`config.mk`:
```
export PLATFORM = sky130hd
export DESIGN_NAME = phys_reg_free_list_flat
export DESIGN_NICKNAME = d
export VERILOG_FILES = /design/src/rtl/phys_reg_free_list_if.sv /design/src/rtl/phys_reg_free_list.sv /design/src/flat_wrapper.sv
export SDC_FILE = /design/constraint.sdc
export NUM_CORES = 1
export LEC_CHECK = 0
export CELL_PAD_IN_SITES_DETAIL_PLACEMENT = 1
export CELL_PAD_IN_SITES_GLOBAL_PLACEMENT = 1
export CORE_ASPECT_RATIO = 1.4
export CORE_MARGIN = 2
export CORE_UTILIZATION = 45
export CTS_BUF_LIST = sky130_fd_sc_hd__clkbuf_8 sky130_fd_sc_hd__clkbuf_16
export DETAILED_ROUTE_END_ITERATION = 8
export GPL_ROUTABILITY_DRIVEN = 0
export GPL_TIMING_DRIVEN = 0
export PLACE_DENSITY_LB_ADDON = 0.1
export SLEW_MARGIN = 20
export SYNTH_ARGS = -nofsm -noshare
export SYNTH_HDL_FRONTEND = slang
export SYNTH_SLANG_ARGS = --single-unit
```
`constraint.sdc`:
```
create_clock -name clk -period 4.8 [get_ports clk]
set_input_delay 0.96 -clock clk [delete_from_list [all_inputs] [get_ports clk]]
set_output_delay 0.96 -clock clk [all_outputs]
set_load 0.01 [all_outputs]
```
`src/rtl/phys_reg_free_list_if.sv`:
```
// rtl/phys_reg_free_list_if.sv - rename/commit side bundle for the physical register free list
interface phys_reg_free_list_if #(
  parameter int PHY_WIDTH = 6,
  parameter int CNT_WIDTH = 6
);
  logic                 alloc_req;
  logic                 alloc_valid;
  logic [PHY_WIDTH-1:0] alloc_preg;
  logic                 free_valid;
  logic [PHY_WIDTH-1:0] free_preg;
  logic                 commit_alloc;
  logic                 flush;
  logic [CNT_WIDTH-1:0] free_count;
  logic                 empty;
  logic                 err_overflow;

  modport master (
    output alloc_req, free_valid, free_preg, commit_alloc, flush,
    input  alloc_valid, alloc_preg, free_count, empty, err_overflow
  );

  modport slave (
    input  alloc_req, free_valid, free_preg, commit_alloc, flush,
    output alloc_valid, alloc_preg, free_count, empty, err_overflow
  );
endinterface

```
`src/rtl/phys_reg_free_list.sv`:
```
// rtl/phys_reg_free_list.sv - circular free list of physical register tags with flush recovery
module phys_reg_free_list #(
  parameter int PHY_REGS  = 64,
  parameter int ARCH_REGS = 32,
  parameter int DEPTH     = PHY_REGS - ARCH_REGS,
  parameter int PHY_WIDTH = $clog2(PHY_REGS),
  parameter int CNT_WIDTH = $clog2(DEPTH + 1)
) (
  input logic                 clk,
  input logic                 rst_n,
  phys_reg_free_list_if.slave fl
);
  localparam int PTR_WIDTH = (DEPTH > 1) ? $clog2(DEPTH) : 1;
  localparam logic [PTR_WIDTH-1:0] PTR_LAST = PTR_WIDTH'(DEPTH - 1);
  localparam logic [CNT_WIDTH-1:0] CNT_FULL = CNT_WIDTH'(DEPTH);
  localparam logic [CNT_WIDTH-1:0] CNT_ONE  = CNT_WIDTH'(1);

  logic [PHY_WIDTH-1:0] fifo [DEPTH];
  logic [PTR_WIDTH-1:0] head, commit_head, tail;
  logic [CNT_WIDTH-1:0] spec_cnt, commit_cnt;
  logic                 err_q;

  logic                 grant, do_free, overflow;
  logic [PTR_WIDTH-1:0] head_next, commit_head_next, tail_next;
  logic [CNT_WIDTH-1:0] spec_cnt_next, commit_cnt_next;

  // Depth need not be a power of two, so wrap by compare rather than by masking.
  function automatic logic [PTR_WIDTH-1:0] ptr_inc(input logic [PTR_WIDTH-1:0] p);
    return (p == PTR_LAST) ? '0 : p + PTR_WIDTH'(1);
  endfunction

  // Flush wins over allocation; a free into a full list is dropped and flagged.
  assign grant    = fl.alloc_req & (spec_cnt != '0) & ~fl.flush;
  assign overflow = fl.free_valid & (spec_cnt == CNT_FULL);
  assign do_free  = fl.free_valid & ~overflow;

  assign fl.alloc_valid  = grant;
  assign fl.alloc_preg   = fifo[head];
  assign fl.free_count   = spec_cnt;
  assign fl.empty        = (spec_cnt == '0);
  assign fl.err_overflow = err_q;

  // Next pointers and counts; a flush rewinds the speculative side onto the committed side
  always_comb begin
    head_next        = head;
    spec_cnt_next    = spec_cnt;
    commit_head_next = commit_head;
    commit_cnt_next  = commit_cnt;
    tail_next        = tail;

    if (fl.commit_alloc) begin
      commit_head_next = ptr_inc(commit_head);
    end
    if (do_free) begin
      tail_next = ptr_inc(tail);
    end

    if (do_free && !fl.commit_alloc) begin
      commit_cnt_next = commit_cnt + CNT_ONE;
    end else if (!do_free && fl.commit_alloc) begin
      commit_cnt_next = commit_cnt - CNT_ONE;
    end

    if (fl.flush) begin
      head_next     = commit_head_next;
      spec_cnt_next = commit_cnt_next;
    end else begin
      if (grant) begin
        head_next = ptr_inc(head);
      end
      if (do_free && !grant) begin
        spec_cnt_next = spec_cnt + CNT_ONE;
      end else if (!do_free && grant) begin
        spec_cnt_next = spec_cnt - CNT_ONE;
      end
    end
  end

  // Pointer, count and sticky error registers
  always_ff @(posedge clk) begin
    if (!rst_n) begin
      head        <= '0;
      commit_head <= '0;
      tail        <= '0;
      spec_cnt    <= CNT_FULL;
      commit_cnt  <= CNT_FULL;
      err_q       <= 1'b0;
    end else begin
      head        <= head_next;
      commit_head <= commit_head_next;
      tail        <= tail_next;
      spec_cnt    <= spec_cnt_next;
      commit_cnt  <= commit_cnt_next;
      err_q       <= err_q | overflow;
    end
  end

  // Tag storage: reset reloads the unmapped tags, accepted frees land at the tail
  always_ff @(posedge clk) begin
    if (!rst_n) begin
      for (int i = 0; i < DEPTH; i++) begin
        fifo[i] <= PHY_WIDTH'(ARCH_REGS + i);
      end
    end else if (do_free) begin
      fifo[tail] <= fl.free_preg;
    end
  end
endmodule

```
`src/flat_wrapper.sv`:
```
// flat-port wrapper written by rule: the top's interface ports become plain ports
module phys_reg_free_list_flat 
#(
  parameter int PHY_REGS  = 64,
  parameter int ARCH_REGS = 32,
  parameter int DEPTH     = PHY_REGS - ARCH_REGS,
  parameter int PHY_WIDTH = $clog2(PHY_REGS),
  parameter int CNT_WIDTH = $clog2(DEPTH + 1)
)
  (clk, rst_n, fl_alloc_req, fl_free_valid, fl_free_preg, fl_commit_alloc, fl_flush, fl_alloc_valid, fl_alloc_preg, fl_free_count, fl_empty, fl_err_overflow);
  phys_reg_free_list_if #(.PHY_WIDTH(PHY_WIDTH), .CNT_WIDTH(CNT_WIDTH)) fl_i ();
  input logic clk;
  input logic rst_n;
  input wire logic [$bits(fl_i.alloc_req)-1:0] fl_alloc_req;
  input wire logic [$bits(fl_i.free_valid)-1:0] fl_free_valid;
  input wire logic [$bits(fl_i.free_preg)-1:0] fl_free_preg;
  input wire logic [$bits(fl_i.commit_alloc)-1:0] fl_commit_alloc;
  input wire logic [$bits(fl_i.flush)-1:0] fl_flush;
  output wire logic [$bits(fl_i.alloc_valid)-1:0] fl_alloc_valid;
  output wire logic [$bits(fl_i.alloc_preg)-1:0] fl_alloc_preg;
  output wire logic [$bits(fl_i.free_count)-1:0] fl_free_count;
  output wire logic [$bits(fl_i.empty)-1:0] fl_empty;
  output wire logic [$bits(fl_i.err_overflow)-1:0] fl_err_overflow;
  assign fl_i.alloc_req = fl_alloc_req;
  assign fl_i.free_valid = fl_free_valid;
  assign fl_i.free_preg = fl_free_preg;
  assign fl_i.commit_alloc = fl_commit_alloc;
  assign fl_i.flush = fl_flush;
  assign fl_alloc_valid = fl_i.alloc_valid;
  assign fl_alloc_preg = fl_i.alloc_preg;
  assign fl_free_count = fl_i.free_count;
  assign fl_empty = fl_i.empty;
  assign fl_err_overflow = fl_i.err_overflow;
  phys_reg_free_list #(.PHY_REGS(PHY_REGS), .ARCH_REGS(ARCH_REGS), .DEPTH(DEPTH), .PHY_WIDTH(PHY_WIDTH), .CNT_WIDTH(CNT_WIDTH)) u_core (.clk(clk), .rst_n(rst_n), .fl(fl_i));
endmodule
```
======== Word-level counts from Yosys, hierarchy flattened ========
Memory sizes are Yosys's and may differ from the RTL's. A register that Yosys moved wholly into a read port is not among the register bits.
Cells that the tools add are included.
cells by class
  $add $sub $neg .......................... 7
  equality and inequality tests ........... 4
  multiplexer cells ....................... 20
  bitwise logic cells ..................... 7
  reductions and logical operators ........ 12
operator list
  cell                 count
  $mux 5               9
  $mux 6               6
  $add 5x1->5 const B  3
  $eq 5x5->1 const B   3
  $add 6x1->6 const B  2
  $sub 6x1->6 const B  2
  $eq 6x6->1 const B   1
  $logic_not 6->1      1
  $reduce_bool 6->1    1
  $reduce_or 6->1      1
  $mux 1               5
  $and 1x1->1          4
  $logic_and 1x1->1    4
  $logic_not 1->1      3
  $reduce_bool 3->1    1
  $not 1->1            2
  $reduce_bool 2->1    1
  $or 1x1->1           1
word-level totals
  flip-flop bits (word level) ............. 28
  bits in writable memories ............... 192
  bits of input ports ..................... 12
  output and inout bits ................... 15
  word-level logic and storage cells ...... 57
  memories kept ........................... 1
memory list
  name         depth  bits a word  read ports  clocked after Yosys merged registers in  wr ports  line                      RTL
  u_core.fifo  32     6            1           1                                        32        phys_reg_free_list.sv:18  logic [PHY_WIDTH-1:0] fifo [DEPTH];

======== Depth between registers and ports, before layout ========
  depth in word-level cells ............... 9
  gate-level depth with buffers ........... 11
  depth with buffers taken out ............ 10

======== Worst setup path after synthesis ========
Ideal clock, no wire load.
  path type ............................... input port to flip-flop
  from .................................... in fl_free_valid
  to ...................................... reg u_core.spec_cnt[5] (netlist: u_core.fl.free_count[5])
  library setup time ...................... 136 ps
  arrival time ............................ 3101 ps
  path slack .............................. 1563 ps
  cell stages on the path ................. 10
  path buffers ............................ 1
  path through ............................ a21boi_2 -> clkbuf_1 -> o21ai_0 -> ha_1 -> a211oi_1 -> o21bai_1 -> a21oi_1 -> mux2i_1 -> mux2i_1 -> o211ai_1
between the ends
  longest elaborated chain between the ends .. 8
  elaborated cells on any way between the ends .. 13
  those cells by class .................... mux: 4; bitwise: 3; reduce/logical: 6
RTL lines
  item                  line                                                RTL
  start, declared       flat_wrapper.sv:15                                  input wire logic [$bits(fl_i.free_valid)-1:0] fl_free_valid;
  $and 1x1->1           phys_reg_free_list.sv:34                            assign overflow = fl.free_valid & (spec_cnt == CNT_FULL);
  $not 1->1             phys_reg_free_list.sv:35                            assign do_free = fl.free_valid & ~overflow;
  $and 1x1->1 *         phys_reg_free_list.sv:35
  $logic_not 1->1       phys_reg_free_list.sv:60, phys_reg_free_list.sv:73
  $logic_and 1x1->1     phys_reg_free_list.sv:60                            end else if (!do_free && fl.commit_alloc) begin
  $mux 6                phys_reg_free_list.sv:60
  $mux 6                phys_reg_free_list.sv:58                            if (do_free && !fl.commit_alloc) begin
  $mux 6                phys_reg_free_list.sv:64                            if (fl.flush) begin
  end signal, assigned  phys_reg_free_list.sv:92                            spec_cnt <= spec_cnt_next;
  end, declared         phys_reg_free_list.sv:20                            logic [CNT_WIDTH-1:0] spec_cnt, commit_cnt;
Mark *: on every way between the ends. The rest lies on a longest branch, timed or not.
A chain may end at the register's enable or synchronous reset.

==> metrics.txt <==
vias per cell=between 6 and 7; first-pass GRT wire length=roughly 49 mm; Die Width=134 um; number of remaining DRC errors=0; # fillers=about 2400; Setup TNS=0 ps; synthesized netlist cell count=between 700 and 800; area leader, netlist=edfxtp_1; sequential power share=45.1%; gr usage total=between 20% and 30%; setup violators final=0; sequential area share after synthesis=about 60%; synth-to-layout area growth=12.8%; Max Cap Viol=0; top cells by area, synth=edfxtp_1, mux4_2, dfxtp_1; DR vias=7087; post-synth top area share=approximately 54%; wire length per cell=27.9 um; CP max FO=10; largest net degree at the start of global routing=16; clock network latency to the later pin of the worst-skew pair=approximately 520 ps; CTS buffer count=23; P_sw=1.49 mW; height of the die=186 um; Avg Cell Area, Syn=13.4 um2; YS warnings=0; row cnt=66; Die Footprint=between 0.02 and 0.025 mm2; predominant post-synthesis flop cell=edfxtp_1; Distinct cells, synth=between 50 and 60; flops & latches, synth=between 200 and 250; core area=approximately 0.023 mm2; first drt pass iteration count=8; most frequent cell after synthesis=edfxtp_1; Slowest-stage cell, CP=mux4_2; combinational power share=roughly a fifth; CTS clk-pin slew, worst paths=approximately 70 ps; Worst Path Arrival=around 3500 ps; DRT antenna net count=0; status=completed; Setup CP Type=flop to output pin; Synth Cell Area=0.0107 mm2; CTS Buffer Depth=3; ratio of cells with drive above 1 in the final layout=14.5%; final wirelength=between 30 and 40 mm; Final Hold Vio Count=0; CTS tree=yes; Peak Freq=0.226 GHz; fin crit period=4420 ps; Slew @ Worst Pin=about 1200 ps; Final Cell Area=roughly 0.012 mm2; non-filler cells, final=1171; vias in the first global route=~8000; clock share of power=34.7%; # IOs=27; Hold WS=between 400 and 500 ps; clk root buf=clkbuf_16; Final Max Slew Viols=0; Max VDD drop=around 0.00027 V; sw frac=29.2%; Layout Nets=876; ys async rst share=0%; top post-synthesis cells by count=edfxtp_1, clkbuf_1, or3_1; DPL Wire Length=24.1 mm; Layout Utilization=roughly half; number of synthesized flops with an enable pin=about 190; placed cell area=between 0.01 and 0.015 mm2; Int Power=between 3 and 4 mW; crit-path cells=clkbuf_2 > clkbuf_2 > mux4_2 > mux4_2 > mux2_2 > clkdlybuf4s50_1; initial antenna violation count=0; Leak=between 3 and 4 nW; H-tree Lvls=1; Clock Skew=between 5 and 6 ps; CP endpoint kind=output pin; unrepaired setup endpoints after global routing=false; Max-slew headroom=between 20% and 30%; Critical Path RT=about 3800 ps; I/O Buffers=25; Initial Util=a little under half; Critical Path Start Type=flop; grt ovf=0; Post-Syn Nets=~830; Cell Pwr Density=between 400 and 500 mW/mm2; hold_buf cts=0; HP Class=flop to flop; Worst path max stage delay=600 ps; clk sinks=between 200 and 250; initial DRC count=roughly 530; fin crit share=between 90 and 100%; placed cell count=between 1000 and 1500
## routing by layer
| metal | wire [um] | track usage [%] | up-vias |
|---|---|---|---|
| li1 | - | - | 3116 |
| met1 | 11800 | 30.3 | 3667 |
| met2 | 17800 | 51.4 | 233 |
| met3 | 1760 | 3.60 | 71 |
| met4 | 1380 | 11.8 | 0 |
| met5 | 0 | 0 | - |
## registers in the layout (all words and copies together), names as in the netlist, named ones only
register / count
u_core.fifo: 192
u_core.commit_cnt: 6
u_core.fl.free_count: 6
u_core.commit_head: 5
u_core.head: 5
u_core.tail: 5
u_core.fl.err_overflow: 1
## worst paths after layout
check                           slack, ps                     from  cells after the start                 endpoint
worst min register to register        480   u_core.fl.err_overflow                      2   u_core.fl.err_overflow
worst max-delay path                  380                     flop                      6         fl_alloc_preg[3]
worst min-delay path                  480   u_core.fl.err_overflow                      2   u_core.fl.err_overflow
worst max register to register        850  u_core.fl.free_count[0]                     11  u_core.fl.free_count[5]
## cell families after synthesis
family	count (synthesis)	synth area share [%]
buf+inv	88	3.35
mux	77	14.3
compound gates	79	4.66
xor+xnor	11	0.902
simple gates	302	14.6
flops	225	60.2
fa+ha+maj	16	1.95
## final cells by class
| type | instances | area, um2 | share of cell area, % |
|---|---|---|---|
| flip-flops and latches | 225 | 6430 | 53.3 |
| multi-input cells | 485 | 3890 | 32.3 |
| clock buffers | 24 | 589 | 4.89 |
| well taps | 306 | 383 | 3.18 |
| plain buffers | 75 | 313 | 2.60 |
| repair buffers | 25 | 250 | 2.08 |
| clock inverters | 16 | 136 | 1.13 |
| inverters | 13 | 48.8 | 0.405 |
| diodes | 2 | 5.00 | 0.0415 |
## repair_timing
item | in CTS | in global routing
resized for setup | 2 | 2
endpoints found under the setup margin | 6 | 1
setup buffers | 0 | 0
## worst max-delay path, delay by kind of cell (launching register included)
family | cells | cell delay, ps
flops | 1 | 370
buf+inv | 3 | 1240
mux | 3 | 1320
## placed cells by master (no fill, tap or decap), drive strengths merged, types with 9 or more instances in the layout
| cell type | instances |
|---|---|
| o21ai | 43 |
| clkbuf | 89 |
| mux4 | 60 |
| nor2 | 48 |
| mux2i | 9 |
| clkdlybuf4s50 | 25 |
| dfxtp | 33 |
| nand3 | 10 |
| buf | 10 |
| inv | 12 |
| a21oi | 12 |
| clkinv | 12 |
| edfxtp | 192 |
| nand2 | 64 |
| ha | 15 |
| or3 | 65 |
| and2 | 33 |
| nor3 | 58 |
## metrics by stage
step                power, mW  setup slack (ps)
finish                   5.12               380
global route             5.27               312
CTS                      5.14              68.6
detailed placement       3.38             -62.4
global placement         3.34               131
floorplan                2.97              1560
## power by group through the flow
stage,sequential [mW],clock (mW),combinational (mW)
6_report,2.31,1.78,1.03
5_1_grt,2.32,1.85,1.10
4_1_cts,2.31,1.79,1.04
3_5_place_dp,2.35,0,1.03
3_3_place_gp,2.34,0,0.999
2_1_floorplan,2.33,0,0.640
Power figures use the tool's default switching activity.
